**src/rtl/control_sequencer.sv**
```systemverilog
// Hardwired control unit for the DataPath: fetch T0-T2, then decode IR and
// issue the execute steps for ALU ops, MUL/DIV, NOP and HALT.
module control_sequencer #(
  parameter int RESET_PC_WAIT = 1
) (
  input  logic        clock,
  input  logic        clear,
  input  logic [31:0] IR,
  input  logic        mem_ready,
  input  logic        stop,
  output logic [15:0] Rin,
  output logic [15:0] Rout,
  output logic        PCin,
  output logic        PCout,
  output logic        incPC,
  output logic        MARin,
  output logic        MDRin,
  output logic        MDRout,
  output logic        read,
  output logic        IRin,
  output logic        Yin,
  output logic        Zin,
  output logic        ZLowOut,
  output logic        ZHighOut,
  output logic        HIin,
  output logic        LOin,
  output logic [4:0]  opcode,
  output logic        run,
  output logic [2:0]  T
);

  typedef enum logic [3:0] {
    S_IDLE, S_T0, S_T1, S_T2, S_T3, S_T4, S_T5, S_T6, S_HALT
  } state_t;

  state_t      state, state_nxt;
  logic [3:0]  wait_cnt;

  logic [4:0]  op;
  logic [3:0]  ra, rb, rc;
  logic        is_alu, is_md, is_halt;
  logic        unused_ir;
  state_t      done_nxt;

  assign op        = IR[31:27];
  assign ra        = IR[26:23];
  assign rb        = IR[22:19];
  assign rc        = IR[18:15];
  assign unused_ir = ^IR[14:0];
  assign is_alu    = (op >= 5'd3) && (op <= 5'd14);
  assign is_md     = (op == 5'd15) || (op == 5'd16);
  assign is_halt   = (op == 5'd27);
  // stop only matters on the last step of an instruction
  assign done_nxt  = stop ? S_HALT : S_T0;

  always_ff @(posedge clock) begin
    if (clear) begin
      state    <= S_IDLE;
      wait_cnt <= '0;
    end else begin
      state <= state_nxt;
      if (state == S_IDLE) wait_cnt <= wait_cnt + 4'd1;
    end
  end

  always_comb begin
    state_nxt = state;
    case (state)
      S_IDLE: if (wait_cnt == 4'(RESET_PC_WAIT - 1)) state_nxt = S_T0;
      S_T0:   state_nxt = S_T1;
      S_T1:   if (mem_ready) state_nxt = S_T2;
      S_T2:   state_nxt = S_T3;
      S_T3: begin
        if (is_alu || is_md) state_nxt = S_T4;
        else if (is_halt)    state_nxt = S_HALT;
        else                 state_nxt = done_nxt;
      end
      S_T4:   state_nxt = S_T5;
      S_T5:   state_nxt = is_md ? S_T6 : done_nxt;
      S_T6:   state_nxt = done_nxt;
      S_HALT: state_nxt = S_HALT;
      default: state_nxt = S_IDLE;
    endcase
  end

  always_comb begin
    Rin = '0; Rout = '0;
    PCin = 1'b0; PCout = 1'b0; incPC = 1'b0; MARin = 1'b0;
    MDRin = 1'b0; MDRout = 1'b0; read = 1'b0; IRin = 1'b0;
    Yin = 1'b0; Zin = 1'b0; ZLowOut = 1'b0; ZHighOut = 1'b0;
    HIin = 1'b0; LOin = 1'b0;
    opcode = '0; run = 1'b1; T = 3'd0;
    case (state)
      S_T0: begin
        PCout = 1'b1; MARin = 1'b1; incPC = 1'b1; Zin = 1'b1;
      end
      S_T1: begin
        T = 3'd1;
        ZLowOut = 1'b1; PCin = 1'b1; read = 1'b1; MDRin = 1'b1;
      end
      S_T2: begin
        T = 3'd2;
        MDRout = 1'b1; IRin = 1'b1;
      end
      S_T3: begin
        T = 3'd3;
        if (is_alu) begin
          Rout = 16'd1 << rb; Yin = 1'b1;
        end else if (is_md) begin
          Rout = 16'd1 << ra; Yin = 1'b1;
        end
      end
      S_T4: begin
        T = 3'd4;
        if (is_alu || is_md) begin
          Rout   = 16'd1 << (is_md ? rb : rc);
          opcode = op;
          Zin    = 1'b1;
        end
      end
      S_T5: begin
        T = 3'd5;
        ZLowOut = 1'b1;
        if (is_md) LOin = 1'b1;
        else       Rin  = 16'd1 << ra;
      end
      S_T6: begin
        T = 3'd6;
        ZHighOut = 1'b1; HIin = 1'b1;
      end
      default: run = 1'b0;
    endcase
  end

endmodule

```
**config.mk**
```make
export PLATFORM = sky130hd
export DESIGN_NAME = control_sequencer
export DESIGN_NICKNAME = d
export VERILOG_FILES = /design/src/rtl/control_sequencer.sv
export SDC_FILE = /design/constraint.sdc
export NUM_CORES = 1
export LEC_CHECK = 0
export ABC_AREA = 1
export CORE_MARGIN = 2
export CORE_UTILIZATION = 39
export DETAILED_ROUTE_END_ITERATION = 10
export GPL_ROUTABILITY_DRIVEN = 1
export PLACE_DENSITY = 0.83
export REMOVE_ABC_BUFFERS = 1
export SLEW_MARGIN = 20
export SYNTH_ARGS = -nofsm -noshare
export SYNTH_HDL_FRONTEND = slang
export SYNTH_SLANG_ARGS = --single-unit
```
**constraint.sdc**
```tcl
create_clock -name clock -period 2.75 [get_ports clock]
set_clock_uncertainty 0.1 [all_clocks]
set_input_delay 0.6875 -clock clock [delete_from_list [all_inputs] [get_ports clock]]
set_output_delay 0.6875 -clock clock [all_outputs]
set_load 0.01 [all_outputs]
```
==> summary by stage <==
Status
The run finished, with violations left. The final reports fail on setup timing.

Worst setup path
The peak per-stage delay on the critical path is 0.21 ns. In this run the worst path has a maximum fanout of 6. The critical path buffer and inverter count is 4. Broken down by cell family, the worst path's largest delay share belongs to simple AND/OR/NAND/NOR gates. The critical path runs through a total of 11 cells. The worst setup path is captured at a primary output. For the worst setup path, the data arrival time is 1.99 ns.

In this run the critical register-to-register path is launched from state[3]. The end point of the critical path is Rout[1]. The critical path class is in -> out.

At the worst endpoint, the required time is 1.96 ns. The logic depth of the worst register-to-register path is 8. The most critical setup path has its startpoint at IR[27].

The largest individual stage delay along the critical path comes from the cell nor2_4. Walking the worst path, the cells encountered are buf_6, nand2_4, buf_4, nand2_2, nand2_2, nor2_4, buf_4, o21ai_0, nand3_1, nand2_1, buf_2. The element type at the critical path start is an input port. In this run the critical register-to-register path is captured at wait_cnt[3]. The reg-to-reg setup timing slack is 1.04 ns.

Yosys
The post-synthesis share of cell area spent on and, or, nand and nor gates is 0.615. The adder and majority gate portion of the synthesized area is 0.0162. The synthesized instance count is 301. The combinational family with the most area after synthesis is simple AND/OR/NAND/NOR gates. The Yosys step of the flow raised 0 warnings.

In this run, distinct cell masters in the synthesized netlist total 26. Of the total synthesized cell area, the portion taken by XOR and XNOR cells is 0. Of the synthesized area, sequential elements account for 0.104. The flip-flop and latch count after synthesis is 8. The synthesized netlist occupies a cell area of 1550 um2. After synthesis, the cell types taking the most area are nand2_1 (20%), nor2_1 (13%), nand3_1 (12%). After synthesis, the mean cell area works out to 5.14 um2. The complex-gate fraction of the synthesized area is 0.117. The share of synthesized area in the top cell type comes to 0.201.

Summed over all instances, the cell type with the most area after synthesis is nand2_1. The mux cell area share after synthesis is 0.

Layout
The final antenna diode count is 0. The top cell types in the final layout, fill and taps aside, are nand2_1 (62), nor2_1 (39), buf_4 (38), nand3_1 (35). The number of nets at the end of the flow is 457. The area of the multi-input gates is 1370 um2. Leaving out fill and tap cells, the most frequent cell in the layout is nand2_1. After filler insertion, the fill cell instance count of the layout stands at 276. In the final layout, the share of cells above drive strength 1 is 0.345. The total area of sequential cells is 160 um2. The synthesis-to-finish area growth is 88.3%.

GRT
The overall overflow remaining after global route is 0. The fraction of met1 tracks used by global routing is 0.352. The initial antenna violation count is 0. The most utilized layer in the global route result is met2. The maximum number of pins on one net before global-route repair is 17. For this run, the total global-route usage over all layers was measured as 0.283. For this run, global-route usage on met3 was measured as 0.0456. The number of global-route vias before repair was 2279. The global-route met2 utilization is 0.524. The first global-routing pass estimated 10000 um of wire.

Power and ir drop
The share of total power dissipated in combinational logic is 0.700. For this design the ratio of total power to cell area is 362 nW/um2. The part of the power in the clock network is 0.127.

The sequential power share is 0.173. In this run the power spent charging and discharging nets is 483 uW. The cell-internal power is 570 uW. The switching share of power is 0.458. The static leakage is 0.00154 uW.

IR analysis of the VDD net gives a maximum drop of 0.000478 V.

Clock network
The count of H-tree levels built during CTS is 1. Clock tree synthesis found a total of 8 sinks. The tree is rooted in a clkbuf_8.

At the later pin of the worst-skew pair, clock insertion delay measures 0.22 ns. Counting the buffers created by CTS gives 3. The clock input transition at the sequential cells of the worst setup and hold paths is 0.04 ns. The CTS tree is built.

Counting along the longest clock path gives a buffer depth of 2.

STA
Of the available clock period, the critical path in the final layout requires 1.01. The transition time of the tightest slew-check pin is 0.395 ns. Based on the critical path, the design can be clocked at up to 361 MHz.

The number of max-slew violations in the final report was 0. The total count of hold-check failures in the final report is 0. The shortest clock period the worst path allows after layout is 2.77 ns. The final count of negative-setup-slack endpoints is 6. Setup repair after global routing could not meet its margin everywhere. The worst hold slack is 0.399 ns. After layout, the worst setup slack is -0.0230 ns. Setup total negative slack on the finished layout was measured at -0.0674 ns. The normalized max-slew margin is 0.737.

Routing
The first routing iteration left 174 violations. The routed layout has 2555 vias. The mean number of vias per cell is 5.49. The number of nets with antenna violations after routing is 0. The post-route DRC violation count is 0. The average wire length per cell after detail routing is 15.2 um. The total routed wirelength is 7070 um. The first-pass iteration count of the detailed router is 5.

Min path
The class of the most critical hold timing path is reg -> reg.

Die
The count of boundary I/O pins is 91. The die covers 4480 um2. The die is 67.0 um wide. The floorplan has 22 rows. The placeable core area is 3740 um2.

From bottom edge to top edge, the die measures 67.0 um. The starting density of the core is 0.413.

Place
The wire-length estimate of the detail-placed layout is 4550 um. The congestion estimate from routability-driven global placement came to 0.921. The count of buffers added on input and output ports is 75.

Job
The max-cap violation count is 0.
-- state kept, by name, indices dropped and copies added, names as in the netlist --
| register | flops |
|---|---|
| state | 4 |
| wait_cnt | 4 |
-- worst reg2reg max path, cell delays in order (launching register included) --
cell and delay [ns]:
dfxtp_1 0.32, buf_4 0.16, inv_1 0.06, nand2_1 0.16, nor2_1 0.29, nand2_1 0.16, nor2_1 0.13, a21oi_1 0.07
nor3_1 0.17
-- layout make-up --
cell class,instances,share of cell area
Clock buffer,3,0.0142
Multi-Input combinational cell,245,0.471
Tap cell,48,0.0206
Timing Repair inverter,1,0.00301
Inverter,33,0.0486
Timing Repair Buffer,127,0.387
Sequential cell,8,0.0550
-- synth_stat cells (all sizes together) --
library cell and instances:
a21oi 10, buf 10, clkbuf 6, clkinv 1, dfxtp 8, ha 2, inv 32, nand2 93
nand3 38, nand3b 2, nand4 13, nor2 57, nor3 3, nor4 1, o21ai 24, o21bai 1
-- timing repair --
action | in CTS | in global routing
resized for setup | 154 | 70
setup endpoints to repair | 40 | 39
setup buffers | 11 | 7
hold buffers | 0 | 0
cloned | 1 | 1
pin swaps | 20 | 22
-- kinds of logic after synthesis --
family,Yosys count
AO/OA/AOI/OAI,35
adder cells (fa/ha/maj),2
buffers and inverters,49
flip-flops,8
AND/OR/NAND/NOR,207
-- how the worst min path moves through the flow --
| stage | from | to | slack [ns] | cells after the start |
|---|---|---|---|---|
| floorplan | wait_cnt[0] | wait_cnt[0] | 0.36 | 2 |
| global placement | wait_cnt[0] | wait_cnt[0] | 0.39 | 2 |
| detailed placement | wait_cnt[0] | wait_cnt[0] | 0.40 | 2 |
| CTS | wait_cnt[0] | wait_cnt[0] | 0.40 | 2 |
| global route | wait_cnt[3] | wait_cnt[3] | 0.44 | 2 |
| finish | wait_cnt[0] | wait_cnt[0] | 0.40 | 2 |
-- routing by layer --
| layer | vias to the layer above | wire length [um] |
|---|---|---|
| met2 | 139 | 3430 |
| met3 | 32 | 549 |
| met1 | 1174 | 2850 |
| met5 | - | 0 |
| met4 | 0 | 235 |
| li1 | 1210 | - |
-- power groups by stage --
stage                     Clock, uW  Combinational [uW]  Sequential (uW)
final                           134                 737              182
after global routing            149                 804              188
after CTS                       137                 686              180
after detailed placement          0                 659              182
after global placement            0                 644              180
after floorplan                   0                 338              174
-- through the flow --
step	setup slack, ns	power (uW)	util	instances	area (um2)
after floorplan	0.235	512	-	285	1450
after global placement	-0.756	824	0.678	442	2540
after detailed placement	-0.807	841	0.678	442	2540
after CTS	-0.0223	1000	0.727	457	2720
after global routing	-0.115	1140	0.778	465	2910
final	-0.0230	1050	0.778	465	2910
Note: power is estimated with default switching activity, not from simulation.
